## src/rtl/mult_pkg.sv

```systemverilog
// Shared types and helpers for the iterative shift-add multiplier.
package mult_pkg;

    typedef enum logic [1:0] {IDLE, CALC, DONE} mult_state_t;

    localparam int MAX_W = 64;

    // Two's-complement negation for any width up to MAX_W; callers truncate the result.
    function automatic logic [MAX_W-1:0] twos_neg(input logic [MAX_W-1:0] x);
        return ~x + 1'b1;
    endfunction

endpackage

```

## src/rtl/seq_multiplier_if.sv

```systemverilog
// Operand / product handshake bundle for seq_multiplier.
interface seq_multiplier_if #(parameter int N = 4);

    logic           in_valid;
    logic           in_ready;
    logic [N-1:0]   A;
    logic [N-1:0]   B;
    logic           is_signed;
    logic           out_valid;
    logic           out_ready;
    logic [2*N-1:0] P;

    modport master (
        output in_valid, A, B, is_signed, out_ready,
        input  in_ready, out_valid, P
    );

    modport slave (
        input  in_valid, A, B, is_signed, out_ready,
        output in_ready, out_valid, P
    );

endinterface

```

## src/rtl/seq_multiplier_rca.sv

```systemverilog
// Parametrised ripple-carry adder with carry in and carry out.
module seq_multiplier_rca #(
    parameter int N = 4
) (
    input  logic [N-1:0] a,
    input  logic [N-1:0] b,
    input  logic         cin,
    output logic [N-1:0] sum,
    output logic         cout
);

    logic [N:0] c;

    assign c[0] = cin;

    for (genvar i = 0; i < N; i++) begin : g_bit
        assign sum[i]  = a[i] ^ b[i] ^ c[i];
        assign c[i+1]  = (a[i] & b[i]) | (c[i] & (a[i] ^ b[i]));
    end

    assign cout = c[N];

endmodule

```

## src/rtl/seq_multiplier.sv

```systemverilog
// Iterative shift-add N x N multiplier, one partial product per cycle, signed or unsigned
// per transaction. Signed operands are reduced to magnitudes; the sign is reapplied at the end.
module seq_multiplier
    import mult_pkg::*;
#(
    parameter int N = 4
) (
    input  logic             clk,
    input  logic             rst_n,
    seq_multiplier_if.slave  bus
);

    localparam int CW = $clog2(N) + 1;

    mult_state_t     state_q, state_d;
    logic            in_ready_q, in_ready_d;
    logic            out_valid_q, out_valid_d;
    logic [2*N-1:0]  p_q, p_d;
    logic [CW-1:0]   count_q, count_d;
    logic [2*N-1:0]  acc_q, acc_d;
    logic [N-1:0]    amag_q, amag_d;
    logic [N-1:0]    bmag_q, bmag_d;
    logic            neg_q, neg_d;

    logic [N-1:0]    a_neg, b_neg;
    logic [N-1:0]    addend, acc_sum;
    logic            acc_co;
    logic [2*N-1:0]  acc_next, p_neg;
    logic            unused_co_a, unused_co_b, unused_co_p, unused_acc_lsb;

    // Operand magnitudes: invert and add one through the carry-in.
    seq_multiplier_rca #(.N(N)) u_neg_a (
        .a(~bus.A), .b('0), .cin(1'b1), .sum(a_neg), .cout(unused_co_a)
    );
    seq_multiplier_rca #(.N(N)) u_neg_b (
        .a(~bus.B), .b('0), .cin(1'b1), .sum(b_neg), .cout(unused_co_b)
    );

    assign addend = bmag_q[0] ? amag_q : '0;

    seq_multiplier_rca #(.N(N)) u_acc (
        .a(acc_q[2*N-1:N]), .b(addend), .cin(1'b0), .sum(acc_sum), .cout(acc_co)
    );

    // Carry lands in the top bit as the whole accumulator shifts right by one.
    assign acc_next = {acc_co, acc_sum, acc_q[N-1:1]};
    assign unused_acc_lsb = acc_q[0];

    seq_multiplier_rca #(.N(2*N)) u_neg_p (
        .a(~acc_next), .b('0), .cin(1'b1), .sum(p_neg), .cout(unused_co_p)
    );

    always_comb begin
        state_d     = state_q;
        in_ready_d  = in_ready_q;
        out_valid_d = out_valid_q;
        p_d         = p_q;
        count_d     = count_q;
        acc_d       = acc_q;
        amag_d      = amag_q;
        bmag_d      = bmag_q;
        neg_d       = neg_q;
        case (state_q)
            IDLE: begin
                if (bus.in_valid && in_ready_q) begin
                    amag_d     = (bus.is_signed && bus.A[N-1]) ? a_neg : bus.A;
                    bmag_d     = (bus.is_signed && bus.B[N-1]) ? b_neg : bus.B;
                    neg_d      = bus.is_signed && (bus.A[N-1] ^ bus.B[N-1]);
                    acc_d      = '0;
                    count_d    = '0;
                    in_ready_d = 1'b0;
                    state_d    = CALC;
                end
            end
            CALC: begin
                acc_d   = acc_next;
                bmag_d  = bmag_q >> 1;
                count_d = count_q + 1'b1;
                if (count_q == CW'(N - 1)) begin
                    p_d         = neg_q ? p_neg : acc_next;
                    out_valid_d = 1'b1;
                    state_d     = DONE;
                end
            end
            DONE: begin
                if (bus.out_ready) begin
                    out_valid_d = 1'b0;
                    in_ready_d  = 1'b1;
                    state_d     = IDLE;
                end
            end
            default: begin
                state_d     = IDLE;
                in_ready_d  = 1'b1;
                out_valid_d = 1'b0;
            end
        endcase
    end

    always_ff @(posedge clk) begin
        if (!rst_n) begin
            state_q     <= IDLE;
            in_ready_q  <= 1'b1;
            out_valid_q <= 1'b0;
            p_q         <= '0;
            count_q     <= '0;
            acc_q       <= '0;
            amag_q      <= '0;
            bmag_q      <= '0;
            neg_q       <= 1'b0;
        end else begin
            state_q     <= state_d;
            in_ready_q  <= in_ready_d;
            out_valid_q <= out_valid_d;
            p_q         <= p_d;
            count_q     <= count_d;
            acc_q       <= acc_d;
            amag_q      <= amag_d;
            bmag_q      <= bmag_d;
            neg_q       <= neg_d;
        end
    end

    assign bus.in_ready  = in_ready_q;
    assign bus.out_valid = out_valid_q;
    assign bus.P         = p_q;

endmodule

```

## src/flat_wrapper.sv

```systemverilog
// flat-port wrapper written by rule: the top's interface ports become plain ports
module seq_multiplier_flat import mult_pkg::*;
#(
    parameter int N = 4
)
  (clk, rst_n, bus_in_valid, bus_A, bus_B, bus_is_signed, bus_out_ready, bus_in_ready, bus_out_valid, bus_P);
  seq_multiplier_if #(.N(N)) bus_i ();
  input  logic clk;
  input  logic rst_n;
  input wire logic [$bits(bus_i.in_valid)-1:0] bus_in_valid;
  input wire logic [$bits(bus_i.A)-1:0] bus_A;
  input wire logic [$bits(bus_i.B)-1:0] bus_B;
  input wire logic [$bits(bus_i.is_signed)-1:0] bus_is_signed;
  input wire logic [$bits(bus_i.out_ready)-1:0] bus_out_ready;
  output wire logic [$bits(bus_i.in_ready)-1:0] bus_in_ready;
  output wire logic [$bits(bus_i.out_valid)-1:0] bus_out_valid;
  output wire logic [$bits(bus_i.P)-1:0] bus_P;
  assign bus_i.in_valid = bus_in_valid;
  assign bus_i.A = bus_A;
  assign bus_i.B = bus_B;
  assign bus_i.is_signed = bus_is_signed;
  assign bus_i.out_ready = bus_out_ready;
  assign bus_in_ready = bus_i.in_ready;
  assign bus_out_valid = bus_i.out_valid;
  assign bus_P = bus_i.P;
  seq_multiplier #(.N(N)) u_core (.clk(clk), .rst_n(rst_n), .bus(bus_i));
endmodule
```

## config.mk

```make
export PLATFORM = sky130hd
export DESIGN_NAME = seq_multiplier_flat
export DESIGN_NICKNAME = d
export VERILOG_FILES = /design/src/rtl/mult_pkg.sv /design/src/rtl/seq_multiplier_if.sv /design/src/rtl/seq_multiplier_rca.sv /design/src/rtl/seq_multiplier.sv /design/src/flat_wrapper.sv
export SDC_FILE = /design/constraint.sdc
export NUM_CORES = 1
export LEC_CHECK = 0
export ABC_AREA = 1
export ABC_CLOCK_PERIOD_IN_PS = 2500
export BUFFER_PORTS_ARGS = -buffer_cell sky130_fd_sc_hd__buf_2
export CORE_MARGIN = 2
export CORE_UTILIZATION = 56
export DETAILED_ROUTE_END_ITERATION = 12
export PLACE_DENSITY = 0.78
export SLEW_MARGIN = 20
export SYNTH_ARGS = -nofsm -noshare
export SYNTH_HDL_FRONTEND = slang
export SYNTH_SLANG_ARGS = --single-unit
```

## constraint.sdc

```tcl
create_clock -name clk -period 2.5 [get_ports clk]
set_clock_uncertainty 0.15 [all_clocks]
set_input_delay 0.5 -clock clk [delete_from_list [all_inputs] [get_ports clk]]
set_output_delay 0.5 -clock clk [all_outputs]
set_load 0.01 [all_outputs]
```

==> impl_metrics.py <==
metrics = {
    "outcome": {
        "status": "completed",
    },
    "placement": {
        "gp_congestion": 0.801,
        "numPortBuffers": 22,
        "pre_cts_ws_ps": 117,
        "dp_hpwl_microns": 2260,
        "place_area_sq_um": 1760,
        "placed_cells": 273,
    },
    "worst_setup_path": {
        "cp_common_cell": "inv_1",
        "arrival_ps": 2410,
        "critPathMaxStageDelay_ps": 490,
        "crit_chain": "nand2_1 -> inv_1 -> ha_1 -> inv_1 -> fa_2 -> inv_1 -> fa_2 -> inv_1 -> fa_1 -> inv_1 -> xor2_1 -> a21oi_1",
        "worstReg2RegStart": "u_core.bmag_q[0]",
        "start_kind": "register",
        "cp-startpoint": "u_core.bmag_q[0]",
        "r2r_setup_slack_ps": 210,
        "cp.required_ps": 2620,
        "critPathMaxFanout": 3,
        "cp_slowest_cell": "fa_1",
        "critical_path_class": "reg -> reg",
        "crit_path_end_kind": "register",
    },
    "synth": {
        "synthCells": 227,
        "seq_area_frac_synth": 0.373,
        "synth_mux_area_frac": 0,
        "ys_warn_count": 0,
        "synth_top_family_by_area": "simple AND/OR/NAND/NOR gates",
        "avgSynthCellArea_sq_um": 7.32,
        "synthSimpleGateAreaFrac": 0.240,
        "syn_area_sq_um": 1660,
        "synth_compound_area_frac": 0.146,
        "synth_adder_area_share": 0.127,
        "synth_xor_area_frac": 0.00527,
        "synth.net_count": 255,
        "synth.distinct_cells": 22,
        "synth.ff_latch_count": 31,
    },
    "sta": {
        "final_hold_viol_count": 0,
        "rsz0062_at_grt": "no",
        "hold-worst-slack_ps": 246,
        "setup_viol": 0,
        "layout_setup_ws_ps": 210,
        "slew_violations": 0,
        "max_slew_margin": 0.698,
        "fin_setup_tns_ps": 0,
        "fmax_mhz": 437,
        "period_share": 0.916,
        "worst_pin_slew_ps": 452,
        "post-route-min-period_ps": 2290,
    },
    "global_route": {
        "antenna_found_initial": 0,
        "overflow": 0,
        "grt_util_all_layers": 0.217,
        "grt_pass1_vias": 1343,
        "grt_max_degree": 19,
        "grt_pass1_wl_microns": 5630,
    },
    "finish": {
        "fillers": 253,
        "fin_area_sq_um": 1830,
        "instances_no_fill": 282,
        "syn2layout_area_growth_pct": 10.4,
        "diodes": 0,
        "final_util": 0.659,
        "drive_gt1_frac": 0.195,
        "final_net_count": 278,
    },
    "cts": {
        "htree_levels": 2,
        "cts.clk_slew.worst_paths_ps": 100,
        "hold_buffers": 0,
        "cts.sinks": 31,
        "clockRootBuffer": "clkbuf_4",
        "clock_latency_ps": 340,
        "numCtsBuffers": 5,
        "cts_tree": "built",
        "cts_buffer_depth": 2,
    },
    "min_path": {
        "min_path_type": "in -> reg",
        "hp-start": "bus_A[0]",
    },
    "route": {
        "drt_iter0_drc": 42,
        "viasPerCell": 5.19,
        "vias": 1463,
        "drt_wl_total_microns": 3100,
        "drt_pre_antenna_iters": 4,
        "routedWlPerCell_microns": 11.0,
        "route.antenna.remaining_nets": 0,
        "drc_errors": 0,
    },
    "pwr": {
        "finalPower_mw": 0.931,
        "ir_worst_vdd_mv": 0.442,
        "cellLeakagePower_nw": 0.875,
        "p_per_area_nw_per_um2": 508,
    },
    "job": {
        "drv_cap": 0,
    },
    "die": {
        "rows": 19,
        "io_pins": 23,
        "start_util": 0.597,
        "dieWidth_microns": 58.5,
        "coreArea_sq_um": 2780,
        "dieArea_sq_um": 3420,
        "die_h_microns": 58.5,
    },
}
==> cell usage after synthesis <==
| master | instances | area share |
|---|---|---|
| a21o_1 | 1 | 0.0045 |
| a21oi_1 | 28 | 0.084 |
| buf_1 | 1 | 0.0023 |
| buf_4 | 1 | 0.0045 |
| buf_6 | 3 | 0.020 |
| clkbuf_1 | 2 | 0.0045 |
| dfxtp_1 | 31 | 0.37 |
| fa_1 | 3 | 0.036 |
| ha_1 | 12 | 0.090 |
| inv_1 | 30 | 0.068 |
| inv_2 | 4 | 0.0090 |
| nand2_1 | 49 | 0.11 |
| nand2_4 | 1 | 0.0068 |
| nand3_1 | 17 | 0.051 |
| nand3_2 | 1 | 0.0060 |
| nor2_1 | 18 | 0.041 |
| nor2_2 | 1 | 0.0038 |
| nor2_4 | 2 | 0.014 |
| o21ai_0 | 12 | 0.036 |
| o21ai_1 | 7 | 0.021 |
| or2_2 | 2 | 0.0075 |
| xor2_1 | 1 | 0.0053 |
==> repair_timing <==
item                                    CTS  global route
setup buffers                             0             1
endpoints found under the setup margin    0             3
resized for setup                         0             7
==> layout by cell type (no fill, tap or decap), drive strengths merged <==
master	count
or2	2
nand3	18
ha	12
clkbuf	5
xor2	1
o21ai	19
buf	23
clkinv	3
nand2	50
fa	3
inv	34
a21oi	28
nor2	21
dfxtp	31
a21o	1
==> final timing paths <==
check / end / cells after the start
min: u_core.amag_q[0] / 3
max reg2reg: u_core.bus.P[6] / 12
max: u_core.bus.P[6] / 12
min reg2reg: u_core.bus.out_valid / 2
==> state kept, by name, summed over array words and instances (netlist names) <==
signal / flops
u_core.bus.out_valid: 1
u_core.bus.in_ready: 1
u_core.count_q: 3
u_core.bmag_q: 4
u_core.amag_q: 4
u_core.bus.P: 8
u_core.state_q: 2
u_core.neg_q: 1
u_core.acc_q: 7
==> worst max-delay path: cells and delay by family, from the launching register on <==
family / cells / cell delay (ps)
adder cells (fa/ha/maj): 4 / 1090
AND/OR/NAND/NOR: 1 / 50
XOR/XNOR: 1 / 160
flip-flops: 1 / 350
buffers and inverters: 5 / 270
AO/OA/AOI/OAI: 1 / 150
==> metal layers <==
layer,track usage,up-vias,share of wire
met4,0.126,0,0.029
met1,0.274,649,0.48
met5,0,-,0
met2,0.340,32,0.44
met3,0.0484,9,0.056
li1,-,773,-
==> where the power goes <==
group          switching [mW]  leakage, nW  total (mW)  internal, mW
clock                   0.173       0.0347       0.277         0.104
combinational          0.0807        0.588       0.125        0.0446
sequential             0.0168        0.253       0.529         0.512
==> final cells by class <==
cell class / instances / area (sq um) / share of cell area
Clock buffer: 5 / 37.5 / 0.0205
Clock inverter: 3 / 15.0 / 0.00819
Inverter: 34 / 128 / 0.0696
Multi-Input combinational cell: 155 / 875 / 0.477
Sequential cell: 31 / 623 / 0.340
Tap cell: 31 / 38.8 / 0.0211
Timing Repair Buffer: 23 / 118 / 0.0641
==> logic make-up (layout without fill, tap and decap cells) <==
family                     count (synthesis)  after routing
xor gates and xnor gates                   1              1
DFF                                       31             31
buffers and inverters                     41             65
adders and majority gates                 15             15
and+or+nand+nor                           91             91
AOI/OAI and AO/OA                         48             48
Power figures use the tool's default switching activity.
